`config.mk`:
```
export PLATFORM = sky130hd
export DESIGN_NAME = countdown_timer_core
export DESIGN_NICKNAME = d
export VERILOG_FILES = /design/src/rtl/countdown_pkg.sv /design/src/rtl/bcd2_down_counter.sv /design/src/rtl/countdown_timer_core.sv
export SDC_FILE = /design/constraint.sdc
export NUM_CORES = 1
export LEC_CHECK = 0
export BUFFER_PORTS_ARGS = -buffer_cell sky130_fd_sc_hd__buf_2
export CAP_MARGIN = 10
export CORE_MARGIN = 4
export CORE_UTILIZATION = 50
export CTS_CLUSTER_SIZE = 10
export DETAILED_ROUTE_END_ITERATION = 10
export GPL_TIMING_DRIVEN = 0
export PLACE_DENSITY = 0.76
export SKIP_CTS_REPAIR_TIMING = 1
export SYNTH_ARGS = -nofsm -noshare
export SYNTH_HDL_FRONTEND = slang
export SYNTH_SLANG_ARGS = --single-unit
export TNS_END_PERCENT = 20
```
`constraint.sdc`:
```
create_clock -name clk -period 2 [get_ports clk]
set_clock_uncertainty 0.05 [all_clocks]
set_input_delay 0.3 -clock clk [delete_from_list [all_inputs] [get_ports clk]]
set_output_delay 0.3 -clock clk [all_outputs]
set_load 0.02 [all_outputs]
```
`src/rtl/countdown_pkg.sv`:
```
// Shared types and constants for the minute countdown timer.
package countdown_pkg;

    localparam int unsigned BCD_W = 4;
    localparam logic [BCD_W-1:0] BCD_MAX = 4'd9;

    typedef enum logic [1:0] {
        ST_IDLE    = 2'd0,
        ST_RUNNING = 2'd1,
        ST_PAUSED  = 2'd2,
        ST_DONE    = 2'd3
    } state_t;

    // Limit a user-supplied digit to the legal BCD range.
    function automatic logic [BCD_W-1:0] bcd_clamp(input logic [BCD_W-1:0] d);
        return (d > BCD_MAX) ? BCD_MAX : d;
    endfunction

endpackage

```
`src/rtl/bcd2_down_counter.sv`:
```
// Two-digit BCD down counter (00-99) with clear, load and saturating decrement.
module bcd2_down_counter
    import countdown_pkg::*;
(
    input  logic             clk,
    input  logic             reset,
    input  logic             load_en,
    input  logic [BCD_W-1:0] load_tens,
    input  logic [BCD_W-1:0] load_ones,
    input  logic             dec_en,
    input  logic             clear_en,
    output logic [BCD_W-1:0] tens,
    output logic [BCD_W-1:0] ones,
    output logic             is_one,
    output logic             is_zero
);

    logic [BCD_W-1:0] tens_q, tens_d;
    logic [BCD_W-1:0] ones_q, ones_d;

    // Next count: clear > load > decrement; decrement holds at 00.
    always_comb begin
        tens_d = tens_q;
        ones_d = ones_q;
        if (clear_en) begin
            tens_d = '0;
            ones_d = '0;
        end else if (load_en) begin
            tens_d = load_tens;
            ones_d = load_ones;
        end else if (dec_en && !is_zero) begin
            if (ones_q != '0) begin
                ones_d = ones_q - 4'd1;
            end else begin
                ones_d = BCD_MAX;
                tens_d = tens_q - 4'd1;
            end
        end
    end

    // Count registers.
    always_ff @(posedge clk or posedge reset) begin
        if (reset) begin
            tens_q <= '0;
            ones_q <= '0;
        end else begin
            tens_q <= tens_d;
            ones_q <= ones_d;
        end
    end

    assign tens    = tens_q;
    assign ones    = ones_q;
    assign is_zero = (tens_q == '0) && (ones_q == '0);
    assign is_one  = (tens_q == '0) && (ones_q == 4'd1);

endmodule

```
`src/rtl/countdown_timer_core.sv`:
```
// Minute countdown engine: control FSM, command priority and alarm timeout.
module countdown_timer_core
    import countdown_pkg::*;
#(
    parameter int unsigned ALARM_TICKS = 3
) (
    input  logic       clk,
    input  logic       reset,
    input  logic       min_tick,
    input  logic       load,
    input  logic [3:0] preset_tens,
    input  logic [3:0] preset_ones,
    input  logic       start,
    input  logic       pause,
    input  logic       clear,
    output logic [3:0] tens,
    output logic [3:0] ones,
    output logic [1:0] state,
    output logic       running,
    output logic       done,
    output logic       alarm
);

    localparam int unsigned AW = (ALARM_TICKS > 0) ? $clog2(ALARM_TICKS + 1) : 1;
    localparam logic [AW-1:0] ALARM_MAX = AW'(ALARM_TICKS);

    state_t        state_q, state_d;
    logic          running_q, running_d;
    logic          done_q, done_d;
    logic          alarm_q, alarm_d;
    logic [AW-1:0] alarm_cnt_q, alarm_cnt_d;

    logic cnt_clear, cnt_load, cnt_dec;
    logic cnt_is_one, cnt_is_zero;

    bcd2_down_counter u_counter (
        .clk       (clk),
        .reset     (reset),
        .load_en   (cnt_load),
        .load_tens (bcd_clamp(preset_tens)),
        .load_ones (bcd_clamp(preset_ones)),
        .dec_en    (cnt_dec),
        .clear_en  (cnt_clear),
        .tens      (tens),
        .ones      (ones),
        .is_one    (cnt_is_one),
        .is_zero   (cnt_is_zero)
    );

    // Next state and counter controls; a command ignored in the current state
    // does not block lower-priority commands.
    always_comb begin
        state_d     = state_q;
        done_d      = 1'b0;
        alarm_d     = alarm_q;
        alarm_cnt_d = alarm_cnt_q;
        cnt_clear   = 1'b0;
        cnt_load    = 1'b0;
        cnt_dec     = 1'b0;

        if (clear) begin
            cnt_clear   = 1'b1;
            state_d     = ST_IDLE;
            alarm_d     = 1'b0;
            alarm_cnt_d = '0;
        end else if (load && state_q != ST_RUNNING) begin
            cnt_load    = 1'b1;
            state_d     = ST_IDLE;
            alarm_d     = 1'b0;
            alarm_cnt_d = '0;
        end else if (start && (state_q == ST_IDLE || state_q == ST_PAUSED) && !cnt_is_zero) begin
            state_d = ST_RUNNING;
            alarm_d = 1'b0;
        end else if (pause && state_q == ST_RUNNING) begin
            state_d = ST_PAUSED;
        end else if (min_tick) begin
            if (state_q == ST_RUNNING) begin
                cnt_dec = 1'b1;
                if (cnt_is_one) begin
                    state_d     = ST_DONE;
                    done_d      = 1'b1;
                    alarm_d     = 1'b1;
                    alarm_cnt_d = '0;
                end
            end else if (state_q == ST_DONE) begin
                if (ALARM_TICKS != 0 && alarm_cnt_q != ALARM_MAX) begin
                    alarm_cnt_d = alarm_cnt_q + AW'(1);
                    if (alarm_cnt_d == ALARM_MAX) begin
                        alarm_d = 1'b0;
                    end
                end
            end
        end

        running_d = (state_d == ST_RUNNING);
    end

    // Control registers; every output is taken straight from a flop.
    always_ff @(posedge clk or posedge reset) begin
        if (reset) begin
            state_q     <= ST_IDLE;
            running_q   <= 1'b0;
            done_q      <= 1'b0;
            alarm_q     <= 1'b0;
            alarm_cnt_q <= '0;
        end else begin
            state_q     <= state_d;
            running_q   <= running_d;
            done_q      <= done_d;
            alarm_q     <= alarm_d;
            alarm_cnt_q <= alarm_cnt_d;
        end
    end

    assign state   = state_q;
    assign running = running_q;
    assign done    = done_q;
    assign alarm   = alarm_q;

endmodule
```
### After elaboration in Yosys (flattened, before gate mapping)

Cells that the tools add are included.

| cells by class | value |
|---|---|
| add/sub/neg operators | 3 |
| reductions and logical operators | 24 |
| muxes and demuxes | 52 |
| $lt $le $gt $ge | 2 |
| equal/unequal tests | 14 |

Operators with widths:

| operator | count |
|---|---|
| 4-bit two-way mux | 10 |
| 2-bit two-way mux | 16 |
| 1-bit two-way mux | 26 |
| 4-bit nonzero test | 4 |
| 5-bit nonzero test | 3 |
| 6-bit AND reduction | 2 |
| 3-bit inequality test (second input constant) | 3 |
| 4-bit greater-than comparator (second input constant) | 2 |
| 4-bit zero test | 2 |
| 4-bit inequality test (second input constant) | 2 |
| 4-bit by 1-bit subtractor with 4-bit output (second input constant) | 2 |
| 1-bit logical AND | 7 |
| 2-bit == test (second input constant) | 3 |
| 3-bit nonzero test | 2 |
| 5-bit inequality test (second input constant) | 1 |
| 2-bit by 1-bit == test with 1-bit output (second input constant) | 2 |
| 4-bit by 1-bit == test with 1-bit output (second input constant) | 1 |
| 2-bit by 1-bit adder with 2-bit output (second input constant) | 1 |
| 2-bit zero test | 1 |
| 2-bit by 1-bit inequality test with 1-bit output (second input constant) | 1 |
| 2-bit inequality test (second input constant) | 1 |
| 2-bit AND reduction | 1 |
| 1-bit zero test | 1 |
| 1-bit logical OR | 1 |

| storage, ports and cells | value |
|---|---|
| word-level logic and storage cells | 102 |
| output and inout bits | 13 |
| bits of input ports | 15 |
| register bits | 15 |

### Longest topological paths before layout

| logic depth | value |
|---|---|
| depth after elaboration | 11 |
| depth in mapped cells | 6 |
| gate-level depth less buffers | 6 |

### Hierarchy

Synthesis repeated with hierarchy kept, for this count alone.

| second synthesis, totals | value |
|---|---|
| cell total of the unflattened synthesis | 112 |
| area total of the unflattened synthesis | 1,011.0 um2 |

By module, submodules not included:

| module | sequential area each (um2) | cells each | instances | area an instance (um2) |
|---|---|---|---|---|
| bcd2_down_counter | 200.2 | 60 | 1 | 540.5 |
| countdown_timer_core | 175.2 | 52 | 1 | 470.5 |

### Worst setup path before layout

No wires, ideal clock.

| path | value |
|---|---|
| path type | reg-to-reg |
| from | register u_counter.tens_q[0] (netlist: u_counter.tens[0]) |
| to | register u_counter.ones_q[2] (netlist: u_counter.ones[2]) |
| data required time | 1.827 ns |
| path buffers | 0 |
| period minus slack after synthesis | 1.844 ns |
| arrival | 1.671 ns |
| stages on the path, launching flop included | 7 |
| setup time | 0.123 ns |
| setup slack | 0.156 ns |
| cells stage by stage | dfrtp_1 -> inv_1 -> ha_1 -> or3b_4 -> o21ai_2 -> a21oi_1 -> o2bb2a_2 |

| on the way | value |
|---|---|
| longest elaborated chain between the ends | 9 |

RTL lines:

| what | line | source |
|---|---|---|
| start, declared | bcd2_down_counter.sv:18 | `logic [BCD_W-1:0] tens_q, tens_d;` |
| start signal, assigned | bcd2_down_counter.sv:47 | `tens_q <= tens_d;` |
| 4-bit zero test (*) | bcd2_down_counter.sv:54 | `assign is_zero = (tens_q == '0) && (ones_q == '0);` |
| 1-bit logical AND (*) | bcd2_down_counter.sv:54 |  |
| 1-bit zero test (*) | bcd2_down_counter.sv:31, countdown_timer_core.sv:71 |  |
| 1-bit logical AND | countdown_timer_core.sv:71 | `end else if (start && (state_q == ST_IDLE \|\| state_q == ST_PAUSED) && !cnt_is_zero) begin` |
| 1-bit two-way mux | countdown_timer_core.sv:71 |  |
| 1-bit two-way mux | countdown_timer_core.sv:66 | `end else if (load && state_q != ST_RUNNING) begin` |
| 1-bit two-way mux | countdown_timer_core.sv:61 | `if (clear) begin` |
| 1-bit logical AND (*) | bcd2_down_counter.sv:31 | `end else if (dec_en && !is_zero) begin` |
| 3-bit nonzero test (no source line) (*) | - |  |
| end signal, assigned | bcd2_down_counter.sv:48 | `ones_q <= ones_d;` |
| end, declared | bcd2_down_counter.sv:19 | `logic [BCD_W-1:0] ones_q, ones_d;` |

Every way passes the cells marked *; elsewhere a longest branch is shown, timed or not.
A chain may end at the register's enable or synchronous reset.

### Worst setup path after layout

| path | value |
|---|---|
| from | register u_counter.ones_q[0] (netlist: u_counter.ones[0]) |
| to | register u_counter.ones_q[2] (netlist: u_counter.ones[2]) |

| on the way | value |
|---|---|
| longest elaborated chain between the ends | 9 |
| elaborated cells on any way between the ends | 15 |
| classes of those cells | add/sub: 1; mux: 7; reduce/logical: 7 |

RTL lines:

| what |
|---|
| parallel branches: the longest is 9 deep, another holds 4-bit by 1-bit subtractor with 4-bit output |

Parallel ways; which one is timed is not known. The select of a mux whose other input is x is not followed.

==> summary.txt <==
Timing
  – Crit share post-route: 0.977
  – Count of final hold-check violations: 3
  – Fin crit period: a little under 2000 ps
  – Hold WS: -0.543 ps
  – Post-route setup TNS: 0 ps
  – Rel. slew slack: 0.619
  – Max-slew violations: 0
  – Final setup violation count: 0
  – Least-Margin Pin Slew: around 570 ps
  – Max Clk Rate: ~500 MHz

Cells and area
  – Layout cells sized above 1: 0.287
  – P&R area growth vs syn: 19.7%
  – Number of diodes: 0
  – Finished Layout Cells: 170
  – Nets: 166

Power and ir drop
  – Power density cells: just under 600 mW/mm^2
  – P_leak: roughly 0.00059 uW
  – Peak VDD IR: around 0.00047 V
  – Power Total: approximately 760 uW

Logic synthesis
  – Post-synth cell types: 48
  – Syn Area/Cell: between 9 and 10 um^2
  – Synth Register Bits: 15
  – Syn nets: between 100 and 150
  – Cell count after synthesis: between 100 and 150
  – Yosys warnings: 0
  – Register area share after synthesis: 0.353
  – Post-synth EDFFs: 0
  – Netlist Area Pre-Place: about 0.0011 mm^2
  – Ys flop type: dfrtp_1
  – Post-synth ARST share: 1.00

Critical path
  – Worst setup EP type: flop
  – Slowest CP cell: dfrtp_1
  – Critical Path RT: about 2100 ps
  – Crit-path cells: inv_1 -> ha_1 -> or3b_1 -> o21ai_4 -> a21oi_1 -> o2bb2a_2
  – RR Startpoint: u_counter.ones[0]
  – Reg-to-Reg End: u_counter.ones[2]
  – Crit Path Category: flop to flop
  – Worst path buffer plus inverter count: 1
  – Worst stage delay on the critical path: 460 ps
  – Setup crit start kind: flop
  – Flop2flop setup slack: between 40 and 50 ps
  – Delay-heaviest family, CP: compound AO/OA/AOI/OAI gates
  – Crit Path Max Fanout: 7
  – Crit path DAT: between 2000 and 2500 ps
  – Worst Setup SP: u_counter.ones[0]
  – Worst path depth: 6
  – CP endpoint: u_counter.ones[2]
  – Worst Reg-to-Reg Cells: 6

Worst hold path
  – Worst hold path class: primary input to asynchronous set/reset pin

Placement
  – Placed Cells: approximately 170
  – Hpwl dp: 1810 um
  – RD Place Congestion: 0.774
  – I/O Buffers: 26

Outcome
  – Status: finished with violations
  – Violated checks: hold timing

Die
  – Cell Rows: 16
  – Chip width: about 54 um
  – Io pins: 28
  – Core area: just under 0.002 mm^2
  – Die Area: about 0.0029 mm^2
  – Chip height: roughly 54 um
  – Starting density of the core: 0.536

Global route
  – Global-route wire length before repair: roughly 3800 um
  – Largest net degree at the start of global routing: 16
  – GRT Residual Overflow: 0
  – Global Route Usage Sum: 0.180
  – Initial antenna violation count: 0
  – Vias in the first global route: approximately 860

Job
  – Max-cap viol count: 0

Clocking
  – CTS Root Buffer Type: clkbuf_4
  – Max Root-Sink Buffers: 2
  – Clk sinks: 15
  – H-tree levels: 1
  – Clk Latency, worst-skew pair: approximately 290 ps
  – Inserted Clock Buffers: 3
  – TritonCTS clock tree: yes
  – Clock transition at the registers of the reported paths: 90 ps

Drt
  – DRC Markers: 0
  – DR vias: about 950
  – Final wirelength: 2360 um
  – Avg WL per Cell: between 10 and 15 um
  – Detail Route Antenna Nets: 0
  – Via/cell ratio: ~5.6
  – Drt pass-1 iters: 4
  – Initial DRC Count: 17
[worst reg2reg max path, cell delays in order (launching register included)]
cell	delay, ps
dfrtp_1	460
inv_1	120
ha_1	190
or3b_1	450
o21ai_4	220
a21oi_1	90
o2bb2a_2	270
[Yosys cell counts, types with 2 or more instances]
master     n  area share
o21ai_1    2      0.0094
a211oi_1   3       0.021
nor3_1     3       0.014
nand3_1    3       0.014
nand4_1    2       0.012
inv_1     10       0.035
dfrtp_1   15        0.35
a21boi_0   3       0.021
nor2_1     8       0.028
a41o_1     2       0.019
ha_1       7       0.082
xor2_1     2       0.016
o21ai_0    3       0.014
clkbuf_1   2      0.0071
nand2b_1   3       0.018
nand2_1    5       0.018
nor3b_1    3       0.021
a21oi_1    7       0.033
[how the worst min path moves through the flow]
stage               start                end  cells after the start
floorplan           reset              alarm                      1
global placement    reset  u_counter.tens[1]                      2
detailed placement  reset     alarm_cnt_q[0]                      2
CTS                 reset     alarm_cnt_q[0]                      2
global route        reset     alarm_cnt_q[0]                      2
finish              reset  u_counter.tens[0]                      2
[registers in the layout (all words and copies together) (netlist names)]
signal / cells
alarm_cnt_q: 2
done: 1
u_counter.ones: 4
state: 2
running: 1
u_counter.tens: 4
alarm: 1
[power breakdown]
part / switching [uW] / total, uW / internal (uW)
registers: 28.2 / 351 / 323
logic: 134 / 230 / 95.6
clock network: 99.6 / 177 / 77.6
[kinds of logic after synthesis]
| kind of cell | count (synthesis) | synth area share |
|---|---|---|
| xor gates and xnor gates | 3 | 0.0247 |
| buffers and inverters | 14 | 0.0577 |
| muxes | 1 | 0.0106 |
| DFF | 15 | 0.353 |
| adders and majority gates | 7 | 0.0824 |
| AOI/OAI and AO/OA | 36 | 0.253 |
| and+or+nand+nor | 37 | 0.218 |
[layout by cell type (no fill, tap or decap), drive strengths merged, types with 2 or more instances in the layout]
cell    instances
buf            28
dfrtp          15
inv            10
nor2            8
a21oi           8
ha              7
clkbuf          6
o21ai           6
nand2           5
nand3           4
nor3b           4
nand2b          3
a21boi          3
nor3            3
a211oi          3
a41o            2
nand4           2
xor2            2
or3b            2
[routing by layer]
| layer | wire (um) | global-route usage | vias to the layer above |
|---|---|---|---|
| li1 | - | - | 479 |
| met1 | 1070 | 0.223 | 443 |
| met2 | 1150 | 0.308 | 27 |
| met3 | 103 | 0.0249 | 3 |
| met4 | 33 | 0.0747 | 0 |
| met5 | 0 | 0 | - |
[through the flow]
stage          area (um^2)  worst slack [ps]  utilization
6_report              1270              46.6        0.641
4_1_cts               1250              52.3        0.632
5_1_grt               1270             -24.4        0.641
2_1_floorplan         1060               156            -
3_5_place_dp          1230              85.3        0.619
3_3_place_gp          1230               123        0.619
[layout make-up]
class / instances / area (um^2)
fill: 166 / 711
clock buffer: 4 / 26.3
timing repair buffer: 26 / 130
sequential: 15 / 375
tap: 27 / 33.8
buffer: 4 / 23.8
multi-input combinational: 84 / 644
inverter: 10 / 37.5
Note: power is estimated with default switching activity, not from simulation.
